$ cat src/rtl/ir_packet_scheduler_pkg.sv
// Shared definitions for the IR packet scheduler: FSM encoding, command bit
// positions, grant codes and the default WAIT timeout.
package ir_packet_scheduler_pkg;

  typedef enum logic [1:0] {
    StIdle  = 2'd0,
    StArb   = 2'd1,
    StStart = 2'd2,
    StWait  = 2'd3
  } sched_state_e;

  localparam int unsigned CmdFwd   = 0;
  localparam int unsigned CmdBwd   = 1;
  localparam int unsigned CmdLeft  = 2;
  localparam int unsigned CmdRight = 3;

  localparam int unsigned CntWidth             = 24;
  localparam int unsigned DefaultTimeoutCycles = 5000000;

  localparam logic [1:0] GrantNone = 2'b00;
  localparam logic [1:0] GrantA    = 2'b01;
  localparam logic [1:0] GrantB    = 2'b10;

endpackage

$ cat src/rtl/tx_timeout_cnt.sv
// WAIT-state watchdog: counts enabled cycles from a clear and flags the cycle in
// which the count reaches TIMEOUT_CYCLES-1.
module tx_timeout_cnt
  import ir_packet_scheduler_pkg::*;
#(
  parameter int unsigned TIMEOUT_CYCLES = DefaultTimeoutCycles
) (
  input  logic CLK,
  input  logic RESET,
  input  logic clear,
  input  logic enable,
  output logic terminal_count
);

  logic [CntWidth-1:0] cnt_q;

  always_ff @(posedge CLK or posedge RESET) begin
    if (RESET) begin
      cnt_q <= '0;
    end else if (clear) begin
      cnt_q <= '0;
    end else if (enable) begin
      cnt_q <= cnt_q + CntWidth'(1);
    end
  end

  assign terminal_count = enable && (cnt_q == CntWidth'(TIMEOUT_CYCLES - 1));

endmodule

$ cat src/rtl/ir_packet_scheduler.sv
// Arbitrates two command sources onto a shared IR transmitter, one packet per
// 10 Hz tick, with round-robin tie breaking, overrun and timeout reporting.
module ir_packet_scheduler
  import ir_packet_scheduler_pkg::*;
#(
  parameter int unsigned TIMEOUT_CYCLES = DefaultTimeoutCycles
) (
  input  logic       CLK,
  input  logic       RESET,
  input  logic       SEND_PACKET,
  input  logic       REQ_A,
  input  logic [3:0] CMD_A,
  input  logic       REQ_B,
  input  logic [3:0] CMD_B,
  input  logic       TX_DONE,
  output logic       TX_START,
  output logic [3:0] TX_CMD,
  output logic [1:0] GRANT,
  output logic       OVERRUN,
  output logic       TIMEOUT
);

  sched_state_e state_q;
  logic         last_b_q;
  logic         tx_start_q;
  logic [3:0]   tx_cmd_q;
  logic [1:0]   grant_q;
  logic         overrun_q;
  logic         timeout_q;
  logic         wait_tc;

  // Counter is held clear outside WAIT, so it restarts at zero on every entry.
  tx_timeout_cnt #(
    .TIMEOUT_CYCLES(TIMEOUT_CYCLES)
  ) u_timeout_cnt (
    .CLK           (CLK),
    .RESET         (RESET),
    .clear         (state_q != StWait),
    .enable        (state_q == StWait),
    .terminal_count(wait_tc)
  );

  always_ff @(posedge CLK or posedge RESET) begin
    if (RESET) begin
      state_q    <= StIdle;
      last_b_q   <= 1'b1;
      tx_start_q <= 1'b0;
      tx_cmd_q   <= 4'b0000;
      grant_q    <= GrantNone;
      overrun_q  <= 1'b0;
      timeout_q  <= 1'b0;
    end else begin
      tx_start_q <= 1'b0;
      overrun_q  <= 1'b0;
      timeout_q  <= 1'b0;
      unique case (state_q)
        StIdle: begin
          if (SEND_PACKET) state_q <= StArb;
        end
        StArb: begin
          if (SEND_PACKET) overrun_q <= 1'b1;
          // A wins when alone, or on a tie when B owned the last real packet.
          if (REQ_A && (!REQ_B || last_b_q)) begin
            grant_q  <= GrantA;
            tx_cmd_q <= CMD_A;
            last_b_q <= 1'b0;
          end else if (REQ_B) begin
            grant_q  <= GrantB;
            tx_cmd_q <= CMD_B;
            last_b_q <= 1'b1;
          end else begin
            grant_q  <= GrantNone;
            tx_cmd_q <= 4'b0000;
          end
          state_q <= StStart;
        end
        StStart: begin
          if (SEND_PACKET) overrun_q <= 1'b1;
          tx_start_q <= 1'b1;
          state_q    <= StWait;
        end
        StWait: begin
          if (TX_DONE) begin
            state_q <= SEND_PACKET ? StArb : StIdle;
          end else begin
            if (SEND_PACKET) overrun_q <= 1'b1;
            if (wait_tc) begin
              timeout_q <= 1'b1;
              state_q   <= StIdle;
            end
          end
        end
        default: state_q <= StIdle;
      endcase
    end
  end

  assign TX_START = tx_start_q;
  assign TX_CMD   = tx_cmd_q;
  assign GRANT    = grant_q;
  assign OVERRUN  = overrun_q;
  assign TIMEOUT  = timeout_q;

endmodule

$ cat config.mk
export PLATFORM = sky130hd
export DESIGN_NAME = ir_packet_scheduler
export DESIGN_NICKNAME = d
export VERILOG_FILES = /design/src/rtl/ir_packet_scheduler_pkg.sv /design/src/rtl/tx_timeout_cnt.sv /design/src/rtl/ir_packet_scheduler.sv
export SDC_FILE = /design/constraint.sdc
export NUM_CORES = 1
export LEC_CHECK = 0
export BUFFER_PORTS_ARGS = -buffer_cell sky130_fd_sc_hd__buf_2
export CORE_ASPECT_RATIO = 0.6
export CORE_MARGIN = 1.5
export CORE_UTILIZATION = 44
export DETAILED_ROUTE_END_ITERATION = 7
export PLACE_DENSITY = 0.63
export SLEW_MARGIN = 20
export SYNTH_ARGS = -nofsm -noshare
export SYNTH_HDL_FRONTEND = slang
export SYNTH_HIERARCHICAL = 1
export SYNTH_SLANG_ARGS = --single-unit
export TNS_END_PERCENT = 10
$ cat constraint.sdc
create_clock -name CLK -period 2.3 [get_ports CLK]
set_input_delay 0 -clock CLK [delete_from_list [all_inputs] [get_ports CLK]]
set_output_delay 0 -clock CLK [all_outputs]
set_load 0.02 [all_outputs]
* Word level (Yosys, flattened, before mapping)
Index checks and enable logic that the tools add are counted.
** Operators by class
- $add $sub $neg :: 1
- Multiply operators :: 0
- Divide/modulo/power cells :: 0
- Magnitude comparators :: 0
- Equality and inequality tests :: 7
- Shift-type cells :: 0
- Multiplexer cells :: 20
- Bitwise operators :: 0
- Reductions and logical operators :: 10
** Operators by type and width (count)
- $mux W24 :: 2
- $add A24 B1 Y24 const B :: 1
- $eq A24 B23 Y1 const B :: 1
- $mux W2 :: 5
- $mux W1 :: 9
- $mux W4 :: 2
- $pmux W2 S4 :: 1
- $eq A2 B2 Y1 const B :: 2
- $ne A2 B2 Y1 const B :: 2
- $reduce_and A2 Y1 :: 2
- $reduce_bool A2 Y1 :: 2
- $ne A3 B3 Y1 const B :: 1
- $eq A2 B1 Y1 const B :: 1
- $logic_and A1 B1 Y1 :: 2
- $logic_not A2 Y1 :: 1
- $pmux W1 S2 :: 1
- $reduce_or A2 Y1 :: 1
- $logic_not A1 Y1 :: 1
- $logic_or A1 B1 Y1 :: 1
** Storage, ports and cells
- Flip-flop bits (word level) :: 36
- Latch bits :: 0
- RAM bits :: 0
- ROM bits :: 0
- Input bits :: 14
- Output and inout port bits :: 9
- Logic and storage cells :: 46
- Memories :: 0

* Longest topological paths before layout
- Word-level depth :: 5
- Gate-level depth with buffers :: 8
- Gate-level depth less buffers :: 7

* Cells and area by module
Netlist, hierarchy kept.
** By module, submodules not included
- tx_timeout_cnt :: instances 1, cells an instance 134, area an instance 1288.7 µm², seq. area each 600.6 µm²
- ir_packet_scheduler :: instances 1, cells an instance 51, area an instance 586.8 µm², seq. area each 301.5 µm²

* Worst setup path before layout
No wires, ideal clock.
- Path type :: register to register
- Start point :: register state_q[0]
- End point :: register u_timeout_cnt.cnt_q[22]
- Library setup time :: 0.078 ns
- Arrival time :: 1.923 ns
- Data required time :: 2.222 ns
- Setup slack :: 0.299 ns
- Stages on the path, launching flop included :: 9
- Buffers on the path :: 2
- Clock period less this slack :: 2.001 ns
- Cells stage by stage :: dfrtp_1 ha_1 inv_1 buf_4 o2111a_4 nand4_4 buf_6 or4_1 a21oi_1
** On the way
- Word-level cells in the longest chain between the ends :: 2
- Elaborated cells on any way between the ends :: 4
- Classes of those cells :: 2 x eq/ne; 1 x mux; 1 x reduce/logical
** Ends and longest elaborated chain
- from (decl) :: RTL line ir_packet_scheduler.sv:23 : sched_state_e state_q;
- from (signal assigned) :: RTL line ir_packet_scheduler.sv:45 : state_q <= StIdle;
- from (signal assigned) :: RTL line ir_packet_scheduler.sv:58 : if (SEND_PACKET) state_q <= StArb;
- from (signal assigned) :: RTL line ir_packet_scheduler.sv:75 : state_q <= StStart;
- $ne A2 B2 Y1 / $eq A2 B2 Y1 (equally long branches) :: RTL line ir_packet_scheduler.sv:38, ir_packet_scheduler.sv:39
- $mux W24 / $reduce_bool A2 Y1 (equally long branches)
- to (signal assigned) :: RTL line tx_timeout_cnt.sv:23 : cnt_q <= cnt_q + CntWidth'(1);
- to (decl) :: RTL line tx_timeout_cnt.sv:15 : logic [CntWidth-1:0] cnt_q;
Parallel ways exist; a longest one is shown, timed or not.
A chain may end at the register's enable or synchronous reset.

* Final worst setup path
- Start point :: register u_timeout_cnt.cnt_q[0]
- End point :: register state_q[1]
** On the way
- Word-level cells in the longest chain between the ends :: 4
** Ends and longest elaborated chain
- $eq A24 B23 Y1 :: RTL line tx_timeout_cnt.sv:27 : assign terminal_count = enable && (cnt_q == CntWidth'(TIMEOUT_CYCLES - 1));
- $logic_and A1 B1 Y1 :: RTL line tx_timeout_cnt.sv:27
- net wait_tc :: RTL line ir_packet_scheduler.sv:30 : logic wait_tc;
- $ne A3 B3 Y1 (no source line)
- $reduce_and A2 Y1 (no source line)
The timed path passes the listed nets, and every way through them passes these cells.

==> impl_metrics.yaml <==
clock_tree:
  cts.clk_slew.worst_paths_ns: 0.08
  clock_latency_ns: 0.29
  clock_path_buffers: 2
  h-tree-depth: 2
  post_cts_buffers: 0
  cts_tree: "yes"
  ctsRootBufferMaster: "clkbuf_8"
  cts_sinks: 36
  cts_buffers: 5
floorplan:
  start_util_pct: 45.8
  die_h_um: 53.6
  pin_count: 23
  die_x_um: 87.3
  num_rows: 18
  core_region_area_sq_mm: 0.00410
  dieArea_sq_mm: 0.00468
place:
  place_inst: 263
  port_buffers: 22
  place_hpwl_um: 2930
  dpl_worst_slack_ns: 0.206
  gp_congestion: 0.801
timing:
  fin_crit_ns: 2.13
  tightestPinTransition_ns: 0.942
  finClkSkew_ns: 0.0101
  rsz0062_at_grt: "false"
  drv_slew: 0
  setup_tns_ns: 0
  max_freq_mhz: 470
  period_share_pct: 92.4
  slew_headroom_pct: 37.1
  setup_viol: 0
  layout_setup_ws_ns: 0.174
  hold_viol: 0
logic_synthesis:
  synth_nets: 205
  ys_seq_area_share_pct: 48.1
  netlist_instances: 185
  yosys-top-cells-count: "35 x dfrtp_1, 15 x nor2_1, 14 x a21oi_1"
  ys_ff_latch: 36
  netlist.area_leader.share_pct: 46.7
  syn_area_sq_mm: 0.00188
  synth-edff-count: 0
  yosysTopAreaCell: "dfrtp_1"
  synth.avg_cell_area_sq_um: 10.1
  ys_async_sr_fraction_pct: 100
  yosys-top-cells-area: "dfrtp_1 47%, xor2_1 4.2%, ha_1 4.0%, a21oi_1 3.7%, nor2_1 3.0%"
  yosysMostFrequentCell: "dfrtp_1"
  ys.flop_type: "dfrtp_1"
  yosysWarnings: 6
  synth_cell_type_count: 39
detailed_routing:
  route.vias.total: 1544
  wirelength_um: 4270
  drtIter0Drc: 179
  post_drt_wl_per_cell_um: 15.1
  drc: 0
  drtPass1Iterations: 5
  ant_nets: 0
  vias_per_cell: 5.48
global_route:
  grt_usage_pct: 19.1
  grt_pass1_vias: 1447
  grt_pass1_wl_um: 6540
  grt_max_degree: 27
  grt_remaining_overflow: 0
  antenna_found_initial: 0
cells_and_area:
  final_cells: 282
  nets: 241
  fillCellCount: 363
  syn_to_final_growth_pct: 19.7
  drive_gt1_share_pct: 20.3
  regArea_sq_um: 902
  multi_input_area_sq_um: 896
  n_antenna_cell: 0
power:
  seqPwrFrac_pct: 40.1
  ir_worst_vdd_v: 0.000678
  p_per_area_mw_per_mm2: 903
  clock_power_share_pct: 21.8
  p_leak_nw: 1.04
  swShare_pct: 35.9
  intPower_mw: 1.30
  power_mw: 2.03
  p_comb_share_pct: 38.1
  switching_power_uw: 727
critical_path:
  critPathKind: "flip-flop to flip-flop"
  worstPathArrival_ns: 2.30
  r2r_cells: 7
  cp.required_ns: 2.48
  crit_fanout: 5
  cp-end-kind: "flip-flop"
  startpoint_type: "flip-flop"
run_status:
  outcome: "finished, final reports clean"
flow_run:
  maxCapViolations: 0
worst_hold_path:
  holdPathStages: 3
  hp-class: "primary input to flip-flop"
-- worst paths after layout --
path                                   startpoint                       to  slack, ns
min in group asynchronous                   RESET                  OVERRUN       0.28
hold reg to reg                          GRANT[1]                 GRANT[1]       0.50
setup reg to reg           u_timeout_cnt/cnt_q[0]               state_q[1]       0.17
hold / removal                            TX_DONE                  TIMEOUT       0.04
max in group asynchronous                   RESET  u_timeout_cnt/cnt_q[10]       1.24
setup / recovery           u_timeout_cnt/cnt_q[0]               state_q[1]       0.17
-- placed cells by master, fill, tap and decap left out, types with 3 or more instances in the layout --
master,n
or4_1,4
buf_4,3
clkbuf_8,5
nor2b_1,6
and3_1,5
or3_1,6
buf_2,22
nor2_1,15
nor4_1,3
nand2_1,10
o21ai_0,6
xor2_1,9
nand4_1,6
ha_1,6
inv_1,11
a221o_1,4
nor3_1,3
dlygate4sd3_1,11
o31ai_1,4
nand3_1,10
dfrtp_1,35
a21oi_1,12
-- per-stage QoR --
step,area (sq um),hold WS [ns],util (%)
2_1_floorplan,1880,-0.136,-
3_3_place_gp,2040,0.0250,49.8
3_5_place_dp,2040,0.0504,49.8
4_1_cts,2240,0.0342,54.6
5_1_grt,2240,0.0539,54.8
6_report,2240,0.0404,54.8
-- state kept, by name, indices dropped and copies added (netlist names) --
signal               count
u_timeout_cnt/cnt_q     24
TX_CMD                   4
GRANT                    2
state_q                  2
OVERRUN                  1
TIMEOUT                  1
TX_START                 1
last_b_q                 1
-- layer usage --
metal | global-route usage, % | vias to the layer above | part of all wire (%)
met2 | 30.8 | 55 | 48
met1 | 24.5 | 744 | 46
met3 | 5.06 | 9 | 4.8
met4 | 8.47 | 0 | 1.0
li1 | - | 736 | -
met5 | 0 | - | 0
-- cell type report --
| class | instances | share of cell area (%) |
|---|---|---|
| clock inverter | 3 | 0.836 |
| multi-input combinational | 131 | 39.9 |
| timing repair buffer | 36 | 10.8 |
| sequential | 36 | 40.2 |
| tap | 60 | 3.34 |
| clock buffer | 5 | 3.07 |
| inverter | 11 | 1.84 |
-- worst max-delay path, cell delays in order, from the launching register on --
cell      delay, ns
dfrtp_1        0.42
ha_1           0.19
and3_2         0.26
nand4_1        0.15
nor3_1         0.31
or3b_1         0.19
a21boi_4       0.19
mux2_4         0.31
-- power groups by stage --
stage	registers, mW	logic, mW	clock network (mW)
2_1_floorplan	0.887	0.427	0
3_3_place_gp	0.810	0.635	0
3_5_place_dp	0.823	0.669	0
4_1_cts	0.811	0.755	0.458
5_1_grt	0.828	0.844	0.492
6_report	0.814	0.772	0.442
-- cells by family (layout without fill, tap and decap cells) --
family	after synthesis	count (layout)	share of synthesized area [%]
and+or+nand+nor	76	76	22.9
buffers and inverters	18	55	4.54
AOI/OAI and AO/OA	34	34	12.8
muxes	4	4	2.53
xor gates and xnor gates	11	11	5.14
adders and majority gates	6	6	4.00
DFF	36	36	48.1
-- timing repair --
item                                    CTS  global route
endpoints found under the setup margin    0             4
hold buffers                             11             0
resized for setup                         0             2
hold endpoints to repair                 40             0
No activity file was read; power rests on OpenSTA's default activity.
